===== src/rtl/tank_move_ctrl.sv =====
// rtl/tank_move_ctrl.sv - per-frame tank position stepper with clamp and collision revert
// Optional frame divider: define TANK_MOVE_FRAME_DIV_EN to step once every FRAME_DIV frames.
module tank_move_ctrl #(
  parameter int INIT_X    = 304,
  parameter int INIT_Y    = 416,
  parameter int SPEED     = 4,
  parameter int SCREEN_W  = 640,
  parameter int SCREEN_H  = 480,
  parameter int TANK_W    = 32,
  parameter int TANK_H    = 32,
  parameter int COLL_WAIT = 3,
  parameter int FRAME_DIV = 2
) (
  input  logic        clk,
  input  logic        reset,
  input  logic        startOfFrame,
  input  logic        key_up,
  input  logic        key_down,
  input  logic        key_left,
  input  logic        key_right,
  input  logic        collision,
  output logic [10:0] topLeftX,
  output logic [10:0] topLeftY,
  output logic [1:0]  direction,
  output logic        moving,
  output logic        blocked
);

  typedef enum logic [1:0] {IDLE, MOVE, WAIT_COLL, REVERT} state_t;

  localparam int CW = $clog2(COLL_WAIT) + 1;
  localparam logic [10:0] SPD11  = 11'(SPEED);
  localparam logic [11:0] SPD12  = 12'(SPEED);
  localparam logic [11:0] XMAX12 = 12'(SCREEN_W - TANK_W);
  localparam logic [11:0] YMAX12 = 12'(SCREEN_H - TANK_H);
  localparam logic [10:0] XMAX11 = 11'(SCREEN_W - TANK_W);
  localparam logic [10:0] YMAX11 = 11'(SCREEN_H - TANK_H);

  state_t          state, state_nx;
  logic [10:0]     x_nx, y_nx, sx, sy, sx_nx, sy_nx;
  logic [1:0]      dir_nx;
  logic [CW-1:0]   cnt, cnt_nx;
  logic            step_ok;
  logic            any_key;
  logic [11:0]     x_sum, y_sum;

  assign any_key = key_up | key_down | key_left | key_right;
  // Positive steps are summed one bit wider so the clamp sees overflow past the edge
  assign x_sum   = {1'b0, topLeftX} + SPD12;
  assign y_sum   = {1'b0, topLeftY} + SPD12;

`ifdef TANK_MOVE_FRAME_DIV_EN
  localparam int FW = $clog2(FRAME_DIV) + 1;
  logic [FW-1:0] fcnt, fcnt_nx;
  assign step_ok = (fcnt == FW'(FRAME_DIV - 1));

  always_ff @(posedge clk or posedge reset) begin
    if (reset) fcnt <= '0;
    else       fcnt <= fcnt_nx;
  end

  always_comb begin
    fcnt_nx = fcnt;
    if (state == IDLE && startOfFrame)
      fcnt_nx = step_ok ? '0 : fcnt + 1'b1;
  end
`else
  assign step_ok = 1'b1;
`endif

  always_ff @(posedge clk or posedge reset) begin
    if (reset) begin
      state     <= IDLE;
      topLeftX  <= 11'(INIT_X);
      topLeftY  <= 11'(INIT_Y);
      direction <= 2'd0;
      sx        <= 11'(INIT_X);
      sy        <= 11'(INIT_Y);
      cnt       <= '0;
      moving    <= 1'b0;
      blocked   <= 1'b0;
    end else begin
      state     <= state_nx;
      topLeftX  <= x_nx;
      topLeftY  <= y_nx;
      direction <= dir_nx;
      sx        <= sx_nx;
      sy        <= sy_nx;
      cnt       <= cnt_nx;
      moving    <= (state_nx == MOVE) || (state_nx == WAIT_COLL);
      blocked   <= (state_nx == REVERT);
    end
  end

  always_comb begin
    state_nx = state;
    x_nx     = topLeftX;
    y_nx     = topLeftY;
    dir_nx   = direction;
    sx_nx    = sx;
    sy_nx    = sy;
    cnt_nx   = cnt;
    case (state)
      IDLE: begin
        if (startOfFrame && any_key && step_ok) begin
          if (key_up)        dir_nx = 2'd0;
          else if (key_down) dir_nx = 2'd2;
          else if (key_left) dir_nx = 2'd3;
          else               dir_nx = 2'd1;
          sx_nx    = topLeftX;
          sy_nx    = topLeftY;
          state_nx = MOVE;
        end
      end
      MOVE: begin
        case (direction)
          2'd0:    y_nx = (topLeftY < SPD11) ? 11'd0 : topLeftY - SPD11;
          2'd2:    y_nx = (y_sum > YMAX12) ? YMAX11 : y_sum[10:0];
          2'd3:    x_nx = (topLeftX < SPD11) ? 11'd0 : topLeftX - SPD11;
          default: x_nx = (x_sum > XMAX12) ? XMAX11 : x_sum[10:0];
        endcase
        cnt_nx   = CW'(COLL_WAIT - 1);
        state_nx = WAIT_COLL;
      end
      WAIT_COLL: begin
        if (collision) begin
          x_nx     = sx;
          y_nx     = sy;
          state_nx = REVERT;
        end else if (cnt == '0) begin
          state_nx = IDLE;
        end else begin
          cnt_nx = cnt - 1'b1;
        end
      end
      default: state_nx = IDLE;
    endcase
  end

endmodule


===== config.mk =====
export PLATFORM = sky130hd
export DESIGN_NAME = tank_move_ctrl
export DESIGN_NICKNAME = d
export VERILOG_FILES = /design/src/rtl/tank_move_ctrl.sv
export SDC_FILE = /design/constraint.sdc
export NUM_CORES = 1
export LEC_CHECK = 0
export ABC_AREA = 1
export CORE_UTILIZATION = 45
export DETAILED_ROUTE_END_ITERATION = 7
export PLACE_DENSITY = 0.74
export SETUP_SLACK_MARGIN = 0.02
export SYNTH_ARGS = -nofsm -noshare
export SYNTH_HDL_FRONTEND = slang
export SYNTH_SLANG_ARGS = --single-unit

===== constraint.sdc =====
create_clock -name clk -period 1.6 [get_ports clk]
set_input_delay 0.32 -clock clk [delete_from_list [all_inputs] [get_ports clk]]
set_output_delay 0.32 -clock clk [all_outputs]
set_load 0.1 [all_outputs]

=== After elaboration in Yosys (flattened, before gate mapping) ===
Cells that the tools add are included.

* Output and inout bits: 26
* Word-level logic and storage cells: 64
* Register bits: 53

* Eq/ne operators: 12
* Magnitude comparators: 4
* Bitwise logic cells: 3
* Reduce and logical (&&, ||, !) cells: 11
* Add/sub/neg operators: 5
* Multiplexer cells: 20

{| class="wikitable"
|+ Operators by type and width
! operator !! count
|-
| case mux 11 bit (2 select lines) || 4
|-
| 2-to-1 mux 11 bit || 6
|-
| adder 11 x 3 -> 12 bit (second input constant) || 2
|-
| < comparator 11 x 3 -> 1 bit (second input constant) || 2
|-
| subtractor 11 x 3 -> 11 bit (second input constant) || 2
|-
| greater-than comparator 12 x 10 -> 1 bit (second input constant) || 1
|-
| greater-than comparator 12 x 9 -> 1 bit (second input constant) || 1
|-
| 2-to-1 mux 2 bit || 6
|-
| == test 2 bit (second input constant) || 5
|-
| AND reduction 3 bit || 3
|-
| inequality test 2 bit (second input constant) || 4
|-
| 2-to-1 mux 3 bit || 2
|-
| case mux 2 bit (3 select lines) || 1
|-
| case mux 3 bit (2 select lines) || 1
|-
| == test 2 x 1 -> 1 bit (second input constant) || 2
|-
| logical NOT 2 bit || 2
|-
| logical NOT 3 bit || 1
|-
| inequality test 3 bit (second input constant) || 1
|-
| OR 1 bit || 3
|-
| subtractor 3 x 1 -> 3 bit (second input constant) || 1
|-
| AND reduction 2 bit || 1
|-
| nonzero test 2 bit || 1
|-
| OR reduction 2 bit || 1
|-
| logical AND 1 bit || 1
|-
| logical OR 1 bit || 1
|}

=== Longest topological paths before layout ===
* Depth after elaboration: 8
* Mapped depth: 14
* Mapped depth without buffers: 14

=== Least setup slack after synthesis ===
OpenSTA, ideal clock, no wires.

* Path kind: reg2reg
* Start point: register topLeftX[3]
* End point: register topLeftX[6]
* Setup slack: -0.770 ns
* Arrival: 2.250 ns
* Required time: 1.480 ns
* Library setup time: 0.120 ns
* Stages on the path, launching flop included: 11
* Buffers on the path: 0
* Clock period less this slack: 2.370 ns
* Cells stage by stage: dfrtp_1 > ha_1 > nand2_1 > nor2_4 > nand4_2 > o21ai_2 > nand2_1 > o21ai_0 > nand2_1 > nand2_1 > nand2_1

* Cells in the longest elaborated chain, start to end: 5

{| class="wikitable"
|+ Ends and longest elaborated chain
! item !! line !! RTL
|-
| start: declaration || 22 || <nowiki>output logic [10:0] topLeftX,</nowiki>
|-
| start signal: assignment || 74 || <nowiki>topLeftX <= 11'(INIT_X);</nowiki>
|-
| start signal: assignment || 84 || <nowiki>topLeftX <= x_nx;</nowiki>
|-
| adder 11 x 3 -> 12 bit || 49 || <nowiki>assign x_sum = {1'b0, topLeftX} + SPD12;</nowiki>
|-
| greater-than comparator 12 x 10 -> 1 bit || 120 || <nowiki>default: x_nx = (x_sum > XMAX12) ? XMAX11 : x_sum[10:0];</nowiki>
|-
| 2-to-1 mux 11 bit || 120 ||
|-
| case mux 11 bit (2 select lines) * || 116 || <nowiki>case (direction)</nowiki>
|-
| case mux 11 bit (2 select lines) * || 103 || <nowiki>case (state)</nowiki>
|}

Every way passes the cells marked *; elsewhere a longest branch is shown, timed or not.
A chain may end at the register's enable or synchronous reset.

=== Worst setup path after layout ===
* Start point: register topLeftY[5]
* End point: register topLeftY[2]

* Cells in the longest elaborated chain, start to end: 5

{| class="wikitable"
|+ Ends and longest elaborated chain
! item !! line !! RTL
|-
| start: declaration || 23 || <nowiki>output logic [10:0] topLeftY,</nowiki>
|-
| start signal: assignment || 75 || <nowiki>topLeftY <= 11'(INIT_Y);</nowiki>
|-
| start signal: assignment || 85 || <nowiki>topLeftY <= y_nx;</nowiki>
|-
| adder 11 x 3 -> 12 bit || 50 || <nowiki>assign y_sum = {1'b0, topLeftY} + SPD12;</nowiki>
|-
| greater-than comparator 12 x 9 -> 1 bit || 118 || <nowiki>2'd2: y_nx = (y_sum > YMAX12) ? YMAX11 : y_sum[10:0];</nowiki>
|-
| 2-to-1 mux 11 bit || 118 ||
|-
| case mux 11 bit (2 select lines) * || 116 ||
|-
| case mux 11 bit (2 select lines) * || 103 ||
|}

Marked as above.

==> key figures <==
Critical path
  • Critical path's largest stage delay: just under 700 ps
  • Worst Path Required: about 1900 ps
  • Most common cell on crit path: nand2_1
  • CP Cell Sequence: nand2_8, nor2_1, nand2_1, nand2_1, nor2_1, nand2_1, nand3_2, nand2_4, nand3_1, a21oi_1
  • Critical Path Sink Type: flip-flop
  • Worst Path Max Fanout: 5
  • Crit start category: flip-flop
  • Arr. time, crit path: between 2000 and 2500 ps
  • Slowest stage cell, crit path: dfstp_4
  • Setup CP Type: flip-flop to flip-flop

Yosys
  • Synth warn: 0
  • Largest area contributor in the netlist: dfrtp_1
  • Synth async-reset ratio: 100%
  • Syn_area_per_cell: 7.47 um2
  • Post-Synthesis Cells: approximately 450
  • Commonest cells in the synthesized netlist: 115 x nand2_1, 63 x inv_1, 50 x o21ai_0
  • Top-area cell type share of the netlist area: between 30% and 40%
  • Net Count, Synth: 472
  • Yosys cell types: 34
  • Seq/Total Area, Yosys: around two fifths
  • Most common cell in the netlist: nand2_1
  • Post-synth EDFFs: 0
  • Largest cells by area after synthesis: dfrtp_1 30%, nand2_1 13%, dfstp_2 9.4%, o21ai_0 7.4%, inv_1 7.0%
  • Yosys reg bits: 53
  • Top FF cell, synth: dfrtp_1
  • Post-synthesis cell area: about 3400 um2

Clocking
  • Clock Path Buffers: 2
  • # clock sinks: between 50 and 60
  • Clk Latency, worst-skew pair: 320 ps
  • Hold bufs inserted after CTS: 0
  • CTS root buffer: clkbuf_8
  • Clock transition at path regs: roughly 110 ps
  • Cts bufs inserted: 5
  • CTS tree: done
  • Htree depth: 2

STA
  • Slack of the critical path: -369 ps
  • Worst relative slew slack: about three quarters
  • RSZ-0062 raised after global routing: yes
  • Part of the cycle the worst path needs: 123%
  • Worst slew pin tran: approximately 350 ps
  • Clk_skew: between 15 and 20 ps
  • Max Fclk: about 0.51 GHz
  • Final Hold Fails: 0
  • Slew Limit Fails: 0
  • Min Tclk post-route: about 2000 ps
  • Setup violators final: 26

Routing
  • Routed vias: between 3000 and 4000
  • Post-Route WL: between 10 and 15 mm
  • First-pass DRT Iterations: 5
  • Routed wl met2: between 5 and 6 mm
  • Vias per cell: ~5.7
  • 1st-iter DRT viols: ~380
  • DR top layer: met4
  • DRC viols: 0
  • Routed Antenna Nets: 0
  • WL met3: 751 um
  • Wire per inst: between 15 and 20 um
  • M1 WL: ~4.6 mm

GRT
  • Tot GR Track Use: between 20 and 30%
  • Largest net degree at the start of global routing: 35
  • Initial antenna violation count: 0
  • Congestion Overflow GR: 0
  • First-pass GRT wire length: 16.7 mm
  • Vias in the first global route: ~3600

Layout
  • Final cell count without fillers: 684
  • Post-Layout Inst Area: approximately 5500 um2
  • Fill cells: 411
  • Area grow syn2layout: 64.0%
  • Layout cells sized above 1: 48.0%
  • Final net count: roughly 600
  • Ant diodes: 0

Floorplanning
  • Die span in y: roughly 90 um
  • Die ar.: 7840 um2
  • Die Wd: 88.5 um
  • # IOs: 34
  • Initial Util: 46.5%
  • Row count: 31
  • CORE AREA: between 7000 and 8000 um2

Outcome
  • Status: finished with violations
  • Failing checks: negative setup slack

Placement
  • Placed Cells: 647
  • Post-DP HPWL: roughly 6.4 mm
  • Placer Congestion: 0.907
  • PortBufs: 33
  • Placed inst area: 4770 um2

Worst hold path
  • Worst hold path class: input pin to asynchronous set/reset pin

Run
  • Max Cap Viol: 0
worst paths after layout:
path | startpoint | end | slack [ps] | depth (start not counted)
setup / recovery | topLeftY[5] | topLeftY[2] | -370 | 10
hold / removal | reset | blocked | 300 | 2
setup reg to reg | topLeftY[5] | topLeftY[2] | -370 | 10
hold reg to reg | sy[0] | sy[0] | 490 | 2
max in group asynchronous | reset | sx[8] | 770 | 3
min in group clk | key_down | direction[0] | 310 | 3
metrics by stage:
stage	TNS, ps	hold slack (ps)	utilization, %	setup slack, ps
after floorplan	-5730	376	-	-337
after global placement	-6270	455	65.8	-308
after detailed placement	-9560	464	65.8	-416
after CTS	-2170	329	71.6	-152
after global routing	-7310	310	76.2	-427
final	-6040	303	76.2	-369
area by class of cell:
class,instances,area [um2],share of cell area (%)
Timing Repair Buffer,141,1500,27.0
Sequential cell,53,1380,25.0
Timing Repair inverter,1,7.51,0.136
Inverter,66,265,4.80
Clock buffer,6,72.6,1.31
Multi-Input combinational cell,316,2170,39.2
Clock inverter,2,15.0,0.272
Tap cell,99,124,2.24
flip-flops by register name, indices dropped and copies added (netlist names):
| register | cells |
|---|---|
| blocked | 1 |
| cnt | 3 |
| direction | 2 |
| moving | 1 |
| state | 2 |
| sx | 11 |
| sy | 11 |
| topLeftX | 11 |
| topLeftY | 11 |
repair_timing:
action,in CTS,in global routing
gates cloned,1,0
gates resized for setup,65,73
pin swaps,29,38
buffers inserted,14,15
endpoints found under the setup margin,32,54
hold endpoints to repair,0,0
worst max-delay path, delay by kind of cell, from the launching register on:
kind            cells  cell delay (ps)
compound gates      1              160
flops               1              680
simple gates        9             1050
per-layer routing:
metal | vias to the layer above | track usage [%]
li1 | 1713 | -
met1 | 1860 | 33.7
met2 | 237 | 48.1
met3 | 70 | 4.29
met4 | 0 | 12.3
met5 | - | 0
cells by family (layout without fill, tap and decap cells):
kind of cell	Yosys count	after routing	synth area share, %
XOR/XNOR	18	18	4.68
buffers and inverters	82	216	10.2
flip-flops	53	53	39.8
adder cells (fa/ha/maj)	13	13	4.83
AO/OA/AOI/OAI	95	95	15.6
AND/OR/NAND/NOR	190	190	24.9
placed cells by master (no fill, tap or decap), types with 15 or more instances in the layout:
| cell type | instances |
|---|---|
| dfrtp_1 | 27 |
| buf_12 | 29 |
| inv_2 | 18 |
| nor2_1 | 15 |
| inv_1 | 42 |
| nand2_1 | 97 |
| nand2_2 | 15 |
| xor2_1 | 15 |
| buf_6 | 15 |
| o21ai_0 | 32 |
| a21oi_1 | 21 |
| buf_4 | 90 |
Power is left out: the tool's default activity adds up to more than one toggle a clock period on the data nets, which glitch-free logic cannot reach.
